<file path="src/rtl/delta_event_fifo.sv">
// delta_event_fifo: timestamps comparator spike events and buffers them in a first-word-fall-through FIFO.
// Optional wrap marker entries are enabled with `define DELTA_EVT_WRAP_MARKER_EN.
module delta_event_fifo #(
  parameter int TS_W  = 8,
  parameter int DEPTH = 8
) (
  input  logic                     clk,
  input  logic                     reset,
  input  logic                     sample_valid,
  input  logic [1:0]               spike,
  input  logic                     clear_ovf,
  input  logic                     out_ready,
  output logic                     out_valid,
  output logic [TS_W+1:0]          out_data,
  output logic [$clog2(DEPTH):0]   level,
  output logic                     overflow
);
  localparam int AW = $clog2(DEPTH);
  localparam int LW = AW + 1;
  logic [TS_W+1:0] mem_q [DEPTH];
  logic [AW-1:0]   wptr_q, wptr_d, rptr_q, rptr_d;
  logic [LW-1:0]   level_q, level_d;
  logic [TS_W-1:0] ts_q, ts_d;
  logic            ovf_q, ovf_d;
  logic            evt_req, pop, room, evt_push, drop, mk_push, push;
  logic [TS_W+1:0] wdata;
`ifdef DELTA_EVT_WRAP_MARKER_EN
  logic            mk_pend_q, mk_pend_d;
`endif
  assign out_valid = level_q != '0;
  assign out_data  = out_valid ? mem_q[rptr_q] : '0;
  assign level     = level_q;
  assign overflow  = ovf_q;
  always_comb begin
    evt_req  = sample_valid & spike[0];
    pop      = out_valid & out_ready;
    // A pop in the same cycle frees a slot, so a full FIFO can still accept.
    room     = (level_q != LW'(DEPTH)) | pop;
    evt_push = evt_req & room;
    drop     = evt_req & !room;
`ifdef DELTA_EVT_WRAP_MARKER_EN
    mk_push   = mk_pend_q & !evt_req & room;
    mk_pend_d = (sample_valid & (ts_q == '1)) | (mk_pend_q & !mk_push);
`else
    mk_push   = 1'b0;
`endif
    push     = evt_push | mk_push;
    wdata    = evt_push ? {spike[1], 1'b1, ts_q} : {2'b10, {TS_W{1'b0}}};
    ts_d     = sample_valid ? ts_q + 1'b1 : ts_q;
    wptr_d   = push ? wptr_q + 1'b1 : wptr_q;
    rptr_d   = pop ? rptr_q + 1'b1 : rptr_q;
    level_d  = level_q + LW'(push) - LW'(pop);
    ovf_d    = drop | (ovf_q & !clear_ovf);
  end
  always_ff @(posedge clk) begin
    if (push) mem_q[wptr_q] <= wdata;
  end
  always_ff @(posedge clk or posedge reset) begin
    if (reset) begin
      wptr_q  <= '0;
      rptr_q  <= '0;
      level_q <= '0;
      ts_q    <= '0;
      ovf_q   <= 1'b0;
`ifdef DELTA_EVT_WRAP_MARKER_EN
      mk_pend_q <= 1'b0;
`endif
    end else begin
      wptr_q  <= wptr_d;
      rptr_q  <= rptr_d;
      level_q <= level_d;
      ts_q    <= ts_d;
      ovf_q   <= ovf_d;
`ifdef DELTA_EVT_WRAP_MARKER_EN
      mk_pend_q <= mk_pend_d;
`endif
    end
  end
endmodule

</file>
<file path="config.mk">
export PLATFORM = sky130hd
export DESIGN_NAME = delta_event_fifo
export DESIGN_NICKNAME = d
export VERILOG_FILES = /design/src/rtl/delta_event_fifo.sv
export SDC_FILE = /design/constraint.sdc
export NUM_CORES = 1
export LEC_CHECK = 0
export CAP_MARGIN = 10
export CORE_MARGIN = 8
export CORE_UTILIZATION = 55
export CTS_CLUSTER_DIAMETER = 50
export DETAILED_ROUTE_END_ITERATION = 10
export HOLD_SLACK_MARGIN = 0.05
export PLACE_DENSITY = 0.82
export SYNTH_ARGS = -nofsm -noshare
export SYNTH_HDL_FRONTEND = slang
export SYNTH_SLANG_ARGS = --single-unit
</file>
<file path="constraint.sdc">
create_clock -name clk -period 2.9 [get_ports clk]
set_input_delay 0.87 -clock clk [delete_from_list [all_inputs] [get_ports clk]]
set_output_delay 0.87 -clock clk [all_outputs]
set_load 0.01 [all_outputs]
</file>
==> metrics.txt <==
status finished clean; hold depth 1; nets 279; most common library cells after synthesis edfxtp_1, mux4_2, dfrtp_1, a22o_1, and2_1; Pleak 0.001767 µW; arrival time worst endpoint 1.97 ns; clock sink total 99; Yosys top cell area share between 50% and 60%; CTS max path bufs 2; Critical Path Source Type flip-flop; row count 31; Final Instance Area 0.004791 mm²; DR DRC count 0; syn nets 229; IO Pins 23; GRT overflow 0; kind of critical path flip-flop to primary output; 1st-iter DRT viols 147; vias per inst 5.591; YS warnings 0; top-count cell post-synth edfxtp_1; Worst Path Required 2.03 ns; Placer Congestion a little over 0.7; crit path time final about 2.8 ns; post-synthesis simple-gate area fraction around 6%; Reg clk slew, reported paths 0.10 ns; largest net degree at the start of global routing 23; prevailing post-synth register cell edfxtp_1; Synth area leaders edfxtp_1, dfrtp_1, mux4_2, ha_1, a22o_1; Slew Limit Fails 0; Core Area approximately 0.0072 mm²; gr usage total ~15%; die height approximately 100 µm; XOR/XNOR Fraction of Synth Area 2.823%; placed instance area 0.004603 mm²; synthesized area slightly above 0.004 mm²; IO buf count 22; Max IR drop VDD between 0.0005 and 0.0006 V; ANT cells 0; FF+latch area 0.002879 mm²; fillers 476; CP max FO 5; worst hold start ts_q[7]; worst-skew pair later-pin latency 0.36 ns; Post-Place Cells 348; clk_skew 0.009559 ns; initial antenna violation count 0; area leader, netlist edfxtp_1; Synth Instances 213; Avg WL per Cell 19.68 µm; Slew @ Worst Pin 0.7448 ns; CTS H-tree depth 3; GR Util met2 25.55%; worst hold-check path type flip-flop to flip-flop; MaxCap Viol Count 0; adder-cell share of the synthesized area 2.978%; clock root buffer clkbuf_8; Post-DRT Antenna Nets 0; largest family of logic cells by synthesized area multiplexers; vias 2052; vias in the first global route 2180; Distinct cells, synth 31; R2R cell count 9; Area growth syn-to-layout 18.77%; R2R Path Start level[2]; footprint of the multi-input gates between 0.001 and 0.0015 mm²; Worst Setup End Kind primary output; asr flop ratio synth 19.19%; fin crit share 97.78%; post-DP HPWL 4583 µm; EDFF count, synth 80; Syn Area/Cell about 19 µm²; final setup vio count 0; #FFs+latches synth 99; FF-to-FF End level[2]; Setup TNS 0 ns; grt met3 use 4.605%; total length of routed wires around 7200 µm; Worst Hold Endpoint ts_q[7]; Most Crowded Layer GR met2; post-route insts no fill 367; R2R Setup Slk around 0.45 ns; first-pass GRT wire length about 12000 µm; CTS buffer count 9; fmax roughly 350 MHz; met1 GRT Util 18.85%; DIE AREA between 0.01 and 0.015 mm²; mux contribution to synthesized area 12.00%; 1st-pass router iterations 4; Starting Density 56.22%; sequential area share after synthesis 71.34%; compound-cell area share of the yosys netlist 3.319%; layout cell share with drive strength beyond 1 between 30% and 40%; Max-Slew Margin vs Limit slightly above 50%; Cell Pwr Density 932.7 mW/mm²; Hold Fails Final Rpt 0; CTS tree done; Die Wd between 100 and 150 µm
==> metrics by stage <==
stage / setup slack [ns] / utilization (%) / total power [µW] / hold WS [ns]
detailed placement: -0.04949 / 64.15 / 3710 / 0.4709
CTS: 0.05185 / 66.52 / 4486 / 0.4857
floorplan: 0.3676 / - / 2960 / 0.4336
global placement: 0.008292 / 64.15 / 3661 / 0.4614
global route: -0.006513 / 66.77 / 4723 / 0.4978
finish: 0.06434 / 66.77 / 4469 / 0.4881
==> cell type report <==
cell class / count / area share [%]
tap: 99 / 2.586
clock inverter: 7 / 1.515
inverter: 5 / 0.3917
clock buffer: 9 / 2.586
multi-input combinational: 101 / 23.30
timing repair buffer: 47 / 9.533
sequential: 99 / 60.09
==> what timing repair did <==
item / 4_1_cts / 5_1_grt
buffers inserted: 1 / 1
pin swaps: 0 / 1
endpoints found under the setup margin: 11 / 1
resized for setup: 48 / 2
hold buffers: 0 / 0
hold endpoints to repair: 0 / 0
cloned: 1 / 0
==> worst max-delay path, stage by stage (launching register included) <==
cell	delay (ns)
dfrtp_1	0.40
inv_2	0.09
ha_4	0.14
or3b_4	0.41
and2_4	0.21
a22o_1	0.23
buf_2	0.14
==> how the worst max path moves through the flow <==
| stage | end | depth (start not counted) | start | slack [ns] |
|---|---|---|---|---|
| 6_report | out_data[8] | 6 | level[2] | 0.06 |
| 5_1_grt | out_data[8] | 6 | level[2] | -0.007 |
| 4_1_cts | out_data[6] | 6 | level[2] | 0.05 |
| 3_5_place_dp | out_data[4] | 6 | level[2] | -0.05 |
| 3_3_place_gp | out_data[6] | 6 | level[2] | 0.008 |
| 2_1_floorplan | out_data[0] | 7 | level[2] | 0.37 |
==> state kept, by name, indices dropped and copies added, names as in the netlist <==
name / count
ts_q: 8
mem_q: 80
wptr_q: 3
rptr_q: 3
level: 4
overflow: 1
==> logic make-up after synthesis <==
| logic type | count (synthesis) |
|---|---|
| mux | 23 |
| buf+inv | 14 |
| compound gates | 17 |
| fa+ha+maj | 9 |
| xor+xnor | 13 |
| flops | 99 |
| simple gates | 38 |
==> placed cells by master, fill, tap and decap left out, types with 2 or more instances in the layout <==
master,n
buf_2,10
nand4_1,2
nand2b_1,2
a31oi_1,2
a22o_1,10
clkinv_4,2
mux2_2,3
a21oi_1,2
inv_8,2
inv_1,3
xor2_1,8
clkbuf_8,9
mux4_2,20
ha_1,7
inv_2,2
nand3_1,6
buf_12,8
and2_1,8
and4b_1,3
clkdlybuf4s50_1,11
and4bb_2,2
buf_4,17
nor2_1,4
xnor2_1,5
nand2_1,5
and2_4,2
edfxtp_1,80
dfrtp_1,18
==> where the power goes <==
part / internal, µW / switching, µW
Combinational: 901 / 759
Sequential: 1780 / 181
Clock: 337 / 512
==> per-layer routing <==
metal	wire (µm)	share of wire (%)
met5	0	0
met4	78	1.1
met3	324	4.5
met2	3691	51
met1	3126	43
(Power assumes the default switching activity.)
